### src/rtl/mux_scan_seq.sv
// Byte serializer front-end for the 8:1 enabled bit-select mux: latches a word,
// then walks the select across all eight positions, DIV clocks per position.
module mux_scan_seq #(
  parameter int DIV = 4
) (
  input  logic       clk,
  input  logic       rst,
  input  logic       start,
  input  logic [7:0] din,
  input  logic       msb_first,
  input  logic       abort,
  output logic [7:0] a,
  output logic       en,
  output logic [2:0] s,
  output logic       busy,
  output logic       done
);

  localparam int CW = (DIV > 1) ? $clog2(DIV) : 1;
  localparam logic [CW-1:0] CNT_LAST = CW'(DIV - 1);

  typedef enum logic [1:0] {IDLE, SHIFT, DONE} state_t;

  state_t        state_q, state_d;
  logic [7:0]    a_q, a_d;
  logic [2:0]    s_q, s_d;
  logic          en_q, en_d;
  logic          busy_q, busy_d;
  logic          done_q, done_d;
  logic          dir_q, dir_d;
  logic [CW-1:0] cnt_q, cnt_d;
  logic          last_pos;

  // Final position depends on the direction latched with the word.
  assign last_pos = dir_q ? (s_q == 3'd0) : (s_q == 3'd7);

  always_comb begin
    state_d = state_q;
    a_d     = a_q;
    s_d     = s_q;
    en_d    = en_q;
    busy_d  = busy_q;
    done_d  = 1'b0;
    dir_d   = dir_q;
    cnt_d   = cnt_q;
    case (state_q)
      IDLE: begin
        en_d   = 1'b0;
        busy_d = 1'b0;
        if (start) begin
          a_d     = din;
          dir_d   = msb_first;
          s_d     = msb_first ? 3'd7 : 3'd0;
          en_d    = 1'b1;
          busy_d  = 1'b1;
          cnt_d   = '0;
          state_d = SHIFT;
        end
      end
      SHIFT: begin
        if (abort) begin
          en_d    = 1'b0;
          busy_d  = 1'b0;
          cnt_d   = '0;
          state_d = IDLE;
        end else if (cnt_q != CNT_LAST) begin
          cnt_d = cnt_q + 1'b1;
        end else begin
          cnt_d = '0;
          if (last_pos) begin
            en_d    = 1'b0;
            busy_d  = 1'b0;
            done_d  = 1'b1;
            state_d = DONE;
          end else begin
            s_d = dir_q ? (s_q - 3'd1) : (s_q + 3'd1);
          end
        end
      end
      DONE: begin
        en_d    = 1'b0;
        busy_d  = 1'b0;
        state_d = IDLE;
      end
      default: begin
        en_d    = 1'b0;
        busy_d  = 1'b0;
        state_d = IDLE;
      end
    endcase
  end

  always_ff @(posedge clk or posedge rst) begin
    if (rst) begin
      state_q <= IDLE;
      a_q     <= '0;
      s_q     <= '0;
      en_q    <= 1'b0;
      busy_q  <= 1'b0;
      done_q  <= 1'b0;
      dir_q   <= 1'b0;
      cnt_q   <= '0;
    end else begin
      state_q <= state_d;
      a_q     <= a_d;
      s_q     <= s_d;
      en_q    <= en_d;
      busy_q  <= busy_d;
      done_q  <= done_d;
      dir_q   <= dir_d;
      cnt_q   <= cnt_d;
    end
  end

  assign a    = a_q;
  assign s    = s_q;
  assign en   = en_q;
  assign busy = busy_q;
  assign done = done_q;

endmodule

### config.mk
export PLATFORM = sky130hd
export DESIGN_NAME = mux_scan_seq
export DESIGN_NICKNAME = d
export VERILOG_FILES = /design/src/rtl/mux_scan_seq.sv
export SDC_FILE = /design/constraint.sdc
export NUM_CORES = 1
export LEC_CHECK = 0
export ABC_AREA = 1
export BUFFER_PORTS_ARGS = -buffer_cell sky130_fd_sc_hd__buf_4
export CAP_MARGIN = 5
export CORE_ASPECT_RATIO = 0.9
export CORE_MARGIN = 10
export CORE_UTILIZATION = 48
export DETAILED_ROUTE_END_ITERATION = 8
export GPL_TIMING_DRIVEN = 0
export PLACE_DENSITY = 0.84
export SETUP_SLACK_MARGIN = 0.4
export SYNTH_ARGS = -nofsm -noshare
export SYNTH_HDL_FRONTEND = slang
export SYNTH_SLANG_ARGS = --single-unit
### constraint.sdc
create_clock -name clk -period 1.65 [get_ports clk]
set_input_delay 0.165 -clock clk [delete_from_list [all_inputs] [get_ports clk]]
set_output_delay 0.165 -clock clk [all_outputs]
set_load 0.01 [all_outputs]
* Word level (Yosys, flattened, before mapping)
Cells that the tools add are included.
** Cells by class
- Multiplexer cells :: 26
- Add/subtract/negate cells :: 3
- Equal/unequal tests :: 9
- Reduce and logical (&&, ||, !) cells :: 8
** Operator list (count)
- $mux W3 :: 6
- $mux W2 :: 7
- $ne A2 B2 Y1 const B :: 5
- $mux W1 :: 9
- $pmux W2 S2 :: 2
- $ne A3 B3 Y1 const B :: 2
- $pmux W3 S2 :: 1
- $reduce_and A2 Y1 :: 3
- $reduce_and A5 Y1 :: 1
- $add A3 B1 Y3 const B :: 1
- $eq A3 B3 Y1 const B :: 1
- $logic_not A3 Y1 :: 1
- $reduce_and A3 Y1 :: 1
- $sub A3 B1 Y3 const B :: 1
- $add A2 B1 Y2 const B :: 1
- $eq A2 B1 Y1 const B :: 1
- $logic_not A2 Y1 :: 1
- $pmux W1 S2 :: 1
- $reduce_bool A2 Y1 :: 1
** Word-level totals
- Flip-flop bits (word level) :: 18
- Input bits :: 13
- Word-level logic and storage cells :: 53
- Output and inout bits :: 14

* Depth between registers and ports, before layout
Gate-level depths: netlist (run 1).
- Depth after elaboration :: 6
- Mapped depth :: 8

* Worst setup path after synthesis (run 1)
OpenSTA, ideal clock, no wires.
- Path kind :: reg-to-reg
- Start :: register s_q[0] (netlist: s[0])
- End :: register s_q[2] (netlist: s[2])
- Slack :: 0.283 ns
- Required time :: 1.533 ns
- Stages on the path, launching flop included :: 9
- Period minus slack after synthesis :: 1.367 ns
- Setup time :: 0.117 ns
- Arrival :: 1.251 ns
- Cells stage by stage :: dfrtp_1 inv_1 fa_1 inv_1 nand3_1 nand3_1 nand2_1 nand2_1 nand2_1
** Between the ends
- Word-level cells in the longest chain between the ends :: 6
- Elaborated cells on any way between the ends :: 12
** RTL lines
- start: declaration :: RTL line 26 : logic [2:0] s_q, s_d;
- start signal: assignment :: RTL line 97 : s_q <= '0;
- start signal: assignment :: RTL line 106 : s_q <= s_d;
- $add A3 B1 Y3 / $sub A3 B1 Y3 (equally long branches) :: RTL line 76 : s_d = dir_q ? (s_q - 3'd1) : (s_q + 3'd1);
- $mux W3 :: RTL line 76
- $mux W3 :: RTL line 70 : if (last_pos) begin
- $mux W3 :: RTL line 66 : end else if (cnt_q != CNT_LAST) begin
- $mux W3 :: RTL line 61 : if (abort) begin
- $pmux W3 S2 :: RTL line 46 : case (state_q)
Parallel ways exist; a longest one is shown, timed or not. The select of a mux whose other input is x is not followed.
A chain may end at the register's enable or synchronous reset.

* Final worst setup path (run 1)
- Start :: register s_q[1] (netlist: s[1])
- End :: register s_q[2] (netlist: s[2])
Same word-level chain as after synthesis.

==> results.json, run 1 <==
{
  "outcome": "finished clean",
  "synthCells": 85,
  "drt_first_pass_iters": 4,
  "syn_area_um2": 855,
  "fin_skew_ns": 0.00980,
  "drt_wl_total_um": 1980,
  "first_iter_violations": 16,
  "synth_nets": 100,
  "finalSetupViolCount": 0,
  "cts.reportedPaths.clkPinSlew_ns": 0.10,
  "num_antenna_cells": 0,
  "hpwlAfterDp_um": 1510,
  "slew_headroom": 0.563,
  "cp_max_fo": 2,
  "combinationalPowerShare": 0.429,
  "drc": 0,
  "dieArea_um2": 3870,
  "synth_area_per_cell_um2": 10.1,
  "peakVddDrop_mv": 0.826,
  "hold_depth": 2,
  "place_congestion": 0.782,
  "min_path_type": "in2reg",
  "die_width_um": 64.5,
  "min_from": "din[5]",
  "rr_worst_depth": 8,
  "grt_max_degree": 19,
  "ys_seq_area_frac": 0.527,
  "viasPerCell": 4.76,
  "port_buffers": 26,
  "cp.required_ns": 1.83,
  "postRouteAntennaNets": 0,
  "grtUsageTotal": 0.104,
  "swShare": 0.351,
  "start_util": 0.508,
  "root_buffer": "clkbuf_4",
  "die_h_um": 60.0,
  "avgRoutedWirePerCell_um": 13.8,
  "multi_input_area_um2": 357,
  "dp_slack_ns": 0.335,
  "clkPwrFrac": 0.166,
  "clock_latency_ns": 0.29,
  "p_switching_w": 0.000561,
  "power.density_nw_per_um2": 1370,
  "path_class": "reg2reg",
  "ff_latch_area_um2": 450,
  "synth_cell_types": 19,
  "worst_slew_pin_slew_ns": 0.655,
  "io-pin-count": 27,
  "cp-end-kind": "flop",
  "h-tree-depth": 1,
  "yosysWarnings": 0,
  "r2r_slack_ns": 0.37,
  "core-area_um2": 1680,
  "whs_ns": 0.0993,
  "seqPwrFrac": 0.406,
  "vias": 680,
  "fin_nets": 135,
  "num-fill-cells": 137,
  "synthArstFlopShare": 1.00,
  "p_leak_nw": 0.606,
  "hold_viol_final": 0,
  "internal_power_w": 0.00103,
  "cp_data_arrival_time_ns": 1.46,
  "grt_pass1_wl_um": 3230,
  "setup_tns_ns": 0,
  "finalMaxSlewViolations": 0,
  "grt_pass1_vias": 711,
  "rsz0062_at_grt": "true",
  "grt_overflow_total": 0,
  "ys_seq_elements": 18,
  "period_needed_ns": 1.28,
  "start_kind": "flop",
  "cts_buffer_depth": 2,
  "area_growth_pct": 35.9,
  "grt_antenna_before_repair": 0,
  "cts_tree": "built",
  "hold_end": "a[5]",
  "r2r_start": "s[1]",
  "maxCapViolCount": 0,
  "fin_ws_ns": 0.369,
  "cts_sinks": 18,
  "synth_flop_cell": "dfrtp_1",
  "placementRows": 14,
  "cts_buffers": 3,
  "drive_above_1_share": 0.479,
  "finalCritPeriodShare": 0.776,
  "rr_endpoint": "s[2]",
  "fmax_mhz": 781,
  "synth-edff-count": 0
}
-- critical path: stages (launching register included) --
cell,delay [ns]
dfrtp_1,0.38
inv_2,0.06
fa_2,0.39
inv_1,0.06
nand3_1,0.06
nand3_1,0.07
nand2_1,0.05
nand2_1,0.06
nand2_1,0.06
-- through the flow --
stage,cells,area [µm²],util,power [W]
final,143,1160,0.690,0.00160
after global placement,135,1080,0.644,0.00124
after global routing,143,1160,0.690,0.00171
after detailed placement,135,1080,0.644,0.00128
after floorplan,85,857,-,0.00101
after CTS,142,1140,0.680,0.00157
-- layer usage --
| metal | GRT usage | vias to the layer above | routed length (µm) |
|---|---|---|---|
| met3 | 0.0411 | 2 | 117 |
| met4 | 0.0335 | 0 | 29 |
| met2 | 0.192 | 15 | 1090 |
| met1 | 0.106 | 322 | 735 |
| met5 | 0 | - | 0 |
| li1 | - | 341 | - |
-- synthesized netlist by cell type, drive strengths merged, types with 2 or more instances --
cell   instances  area share
buf            2       0.022
inv           11       0.048
nand3         10       0.073
nand2         23        0.10
dfrtp         18        0.53
o21ai          2       0.012
nor2           5       0.025
mux2           8        0.11
-- sequential cells by signal, indices dropped and copies added (netlist names) --
name,count
state_q,2
cnt_q,2
s,3
a,8
dir_q,1
done,1
busy,1
-- logic make-up (layout without fill, tap and decap cells) --
kind of cell,count (synthesis),after routing,share of synthesized area
mux,8,8,0.105
flops,18,18,0.527
compound gates,4,4,0.0264
buf+inv,13,47,0.0703
fa+ha+maj,2,2,0.0381
simple gates,40,40,0.233
-- worst max path at each step --
stage | slack (ns) | depth (start not counted) | end | startpoint
floorplan | 0.37 | 5 | s[1] | s[1]
global placement | 0.37 | 8 | s[2] | s[1]
detailed placement | 0.33 | 8 | s[2] | s[0]
CTS | 0.36 | 8 | s[2] | s[0]
global route | 0.30 | 8 | s[2] | s[1]
finish | 0.37 | 8 | s[2] | s[1]
-- cell type report --
class                      instances  share of cell area
clock buffer                       4              0.0313
buffer                             2              0.0162
multi-input combinational         54               0.307
tap                               24              0.0259
inverter                          11              0.0356
timing repair buffer              30               0.196
sequential                        18               0.388
-- layout by cell type (no fill, tap or decap), types with 3 or more instances in the layout --
cell type | synthesis | routed
dfrtp_1 | 18 | 18
nor2_1 | 4 | 4
nand2_1 | 22 | 19
buf_4 | 1 | 30
nand3_1 | 9 | 9
inv_1 | 9 | 6
mux2_2 | 8 | 8
nand2_2 | 1 | 4
clkbuf_4 | 0 | 3
inv_2 | 2 | 5
-- power groups by stage --
stage / sequential, W / clock (W) / combinational (W)
floorplan: 0.000689 / 0 / 0.000325
global placement: 0.000652 / 0 / 0.000587
detailed placement: 0.000663 / 0 / 0.000617
CTS: 0.000642 / 0.000268 / 0.000665
global route: 0.000664 / 0.000283 / 0.000764
finish: 0.000647 / 0.000264 / 0.000684
-- timing repair --
item	CTS	global route
endpoints found under the setup margin	2	3
setup buffers	2	1
gates resized for setup	0	5
pin swaps	3	3
hold buffers	1	0
gates cloned	0	0
hold endpoints to repair	18	0
(Power assumes the default switching activity.)
==> run 2: changes to the inputs <==
- ABC_AREA: 1 -> 0
- CORE_UTILIZATION: 48 -> 44
- PLACE_DENSITY: 0.84 -> 0.81
- clock period: 1.65 -> 1.1 ns (I/O delays scaled with it)
==> run 2 against run 1 <==
Compared with the run above:
- the flow now finishes with violations (hold timing, setup timing)
- design area increased by 32%
- synthesized area stayed put
- fmax is 22% lower
- critical path depth is 5 lower
- synthesized cell count fell by 22%
- core utilization up 13 points
- cell count grew 2.1%
- via count rose by 12%
- clock power increased by 51%
- total power grew 88%
- worst hold slack got worse by 0.19 ns
==> results.json, run 2 <==
{
  "vias": 759,
  "synth_top_area_frac": 0.527,
  "syn_area_um2": 855,
  "cp_max_fo": 4,
  "drive_above_1_share": 0.694,
  "finalCritPeriodShare": 1.50,
  "combinationalPowerShare": 0.538,
  "cp_data_arrival_time_ns": 1.83,
  "synth-edff-count": 0,
  "p_leak_nw": 0.740,
  "grt_max_degree": 19,
  "layout_commonest_cell": "buf_4",
  "synth_area_per_cell_um2": 12.9,
  "ys_seq_area_frac": 0.527,
  "min_path_type": "in2async",
  "dp_slack_ns": -0.558,
  "grt_antenna_before_repair": 0,
  "ys_seq_elements": 18,
  "viasPerCell": 5.20,
  "cts_buffer_depth": 2,
  "r2r_slack_ns": -0.55,
  "period_needed_ns": 1.65,
  "p_switching_w": 0.000939,
  "yosys.area_share.simple": 0.0996,
  "outcome": "complete, but fails checks",
  "grt_pass1_wl_um": 3860,
  "drt_first_pass_iters": 4,
  "grt_overflow_total": 0,
  "fmax_mhz": 606,
  "synth_cell_types": 26,
  "stdcell_area_um2": 1530,
  "hpwlAfterDp_um": 1480,
  "die_h_um": 61.8,
  "area_growth_pct": 79.5,
  "rsz0062_at_grt": "true",
  "grt_pass1_vias": 797,
  "slew_headroom": 0.554,
  "grtUsageTotal": 0.122,
  "num_antenna_cells": 0,
  "fin_ws_ns": -0.550,
  "root_buffer": "clkbuf_4",
  "num-fill-cells": 106,
  "finalSetupViolCount": 20,
  "postRouteAntennaNets": 0,
  "drt_wl_total_um": 2700,
  "synth-adder-area-share": 0.0381,
  "clkPwrFrac": 0.133,
  "cp-end-kind": "flop",
  "start_util": 0.455,
  "worst_slew_pin_slew_ns": 0.669,
  "die_width_um": 66.5,
  "muxShareOfSynthArea": 0.155,
  "place_congestion": 0.802,
  "placementRows": 15,
  "start_kind": "flop",
  "layout_common_cells": "32 x buf_4, 21 x buf_6, 16 x dfrtp_1",
  "rr_endpoint": "s[2]",
  "synth_top_area_cell": "dfrtp_1",
  "path_class": "reg2reg",
  "maxCapViolCount": 0,
  "port_buffers": 26,
  "synthTopCellsByCount": "18 x dfrtp_1, 10 x mux2_2, 6 x inv_1, 3 x nand2_1",
  "first_iter_violations": 44,
  "place_area_um2": 1120,
  "io-pin-count": 27,
  "peakVddDrop_mv": 1.38,
  "cts_buffers": 3,
  "avgRoutedWirePerCell_um": 18.5,
  "cts.reportedPaths.clkPinSlew_ns": 0.10,
  "synthCells": 66,
  "largest_reg_flops": 8,
  "internal_power_w": 0.00206,
  "synthArstFlopShare": 1.00,
  "synth.area.top_cells": "dfrtp_1 53%, mux2_2 13%, xor3_4 3.2%, inv_1 2.6%, fa_1 2.3%",
  "rr_worst_depth": 3,
  "whs_ns": -0.0865,
  "r2r_start": "s[0]",
  "fin_nets": 137,
  "swShare": 0.313,
  "dpl.cell_count": 117,
  "synth_flop_cell": "dfrtp_1",
  "synth-xor-area-share": 0.0322,
  "dieArea_um2": 4110,
  "synth_top_family_by_area": "multiplexers",
  "yosysWarnings": 0,
  "instances_no_fill": 146,
  "violations": "hold timing, setup timing",
  "cts_tree": "built",
  "finalMaxSlewViolations": 0,
  "core-area_um2": 1880,
  "clock_latency_ns": 0.28,
  "synth_most_common_cell": "dfrtp_1",
  "fin_skew_ns": 0.00290,
  "synth_nets": 81,
  "h-tree-depth": 1,
  "power.density_nw_per_um2": 1960,
  "synth_compound_area_frac": 0.107,
  "drc": 0,
  "cts_sinks": 18,
  "cp.required_ns": 1.28,
  "hold_viol_final": 18,
  "seqPwrFrac": 0.329
}
==> run 2: cell type report <==
type	instances	area [µm²]	share of cell area
flip-flops and latches	18	453	0.295
clock buffers	4	36.3	0.0237
inverters	6	22.5	0.0147
multi-input cells	40	514	0.335
plain buffers	2	22.5	0.0147
repair buffers	51	454	0.296
well taps	25	31.3	0.0204
==> run 2: critical path, stage by stage, from the launching register on <==
cell,delay (ns)
dfrtp_1,0.44
or4b_4,0.57
a41oi_4,0.21
mux2_4,0.32
==> run 2: repair_timing <==
item                                   in CTS  in global routing
cloned                                      1                  0
setup endpoints to repair                  32                 32
pin swaps                                   2                  4
gates resized for setup                    36                 12
endpoints found under the hold margin      18                 18
setup buffers                              10                 14
==> run 2: cells by family after synthesis <==
| logic type | after synthesis |
|---|---|
| buf+inv | 8 |
| compound gates | 12 |
| flops | 18 |
| xor+xnor | 1 |
| fa+ha+maj | 2 |
| simple gates | 13 |
| mux | 12 |
==> run 2: per-layer routing <==
metal,part of all wire,vias up,GRT usage
li1,-,344,-
met3,0.097,2,0.0430
met4,0.0070,0,0.0358
met1,0.40,368,0.140
met2,0.50,45,0.210
met5,0,-,0
==> run 2: metrics by stage <==
step                      setup TNS, ns  utilization  total power [W]
after floorplan                   -3.35            -          0.00155
after global placement            -4.25        0.597          0.00188
after detailed placement          -4.50        0.597          0.00193
after CTS                         -5.14        0.732          0.00269
after global routing              -6.25        0.817          0.00317
final                             -5.31        0.817          0.00300
==> run 2: worst max path at each step <==
stage / cells past startpoint / start / slack, ns / endpoint
after CTS: 3 / s[1] / -0.54 / s[2]
after global routing: 4 / s[0] / -0.59 / s[2]
after floorplan: 3 / s[1] / -0.54 / s[1]
final: 3 / s[0] / -0.55 / s[2]
after global placement: 3 / s[1] / -0.55 / s[1]
after detailed placement: 3 / s[1] / -0.56 / s[2]
==> run 2: power groups by stage <==
stage,Sequential [W],Combinational [W],Clock [W]
final,0.000987,0.00161,0.000399
after global routing,0.00100,0.00174,0.000436
after CTS,0.000975,0.00131,0.000406
after detailed placement,0.000979,0.000952,0
after global placement,0.000969,0.000915,0
after floorplan,0.00102,0.000538,0
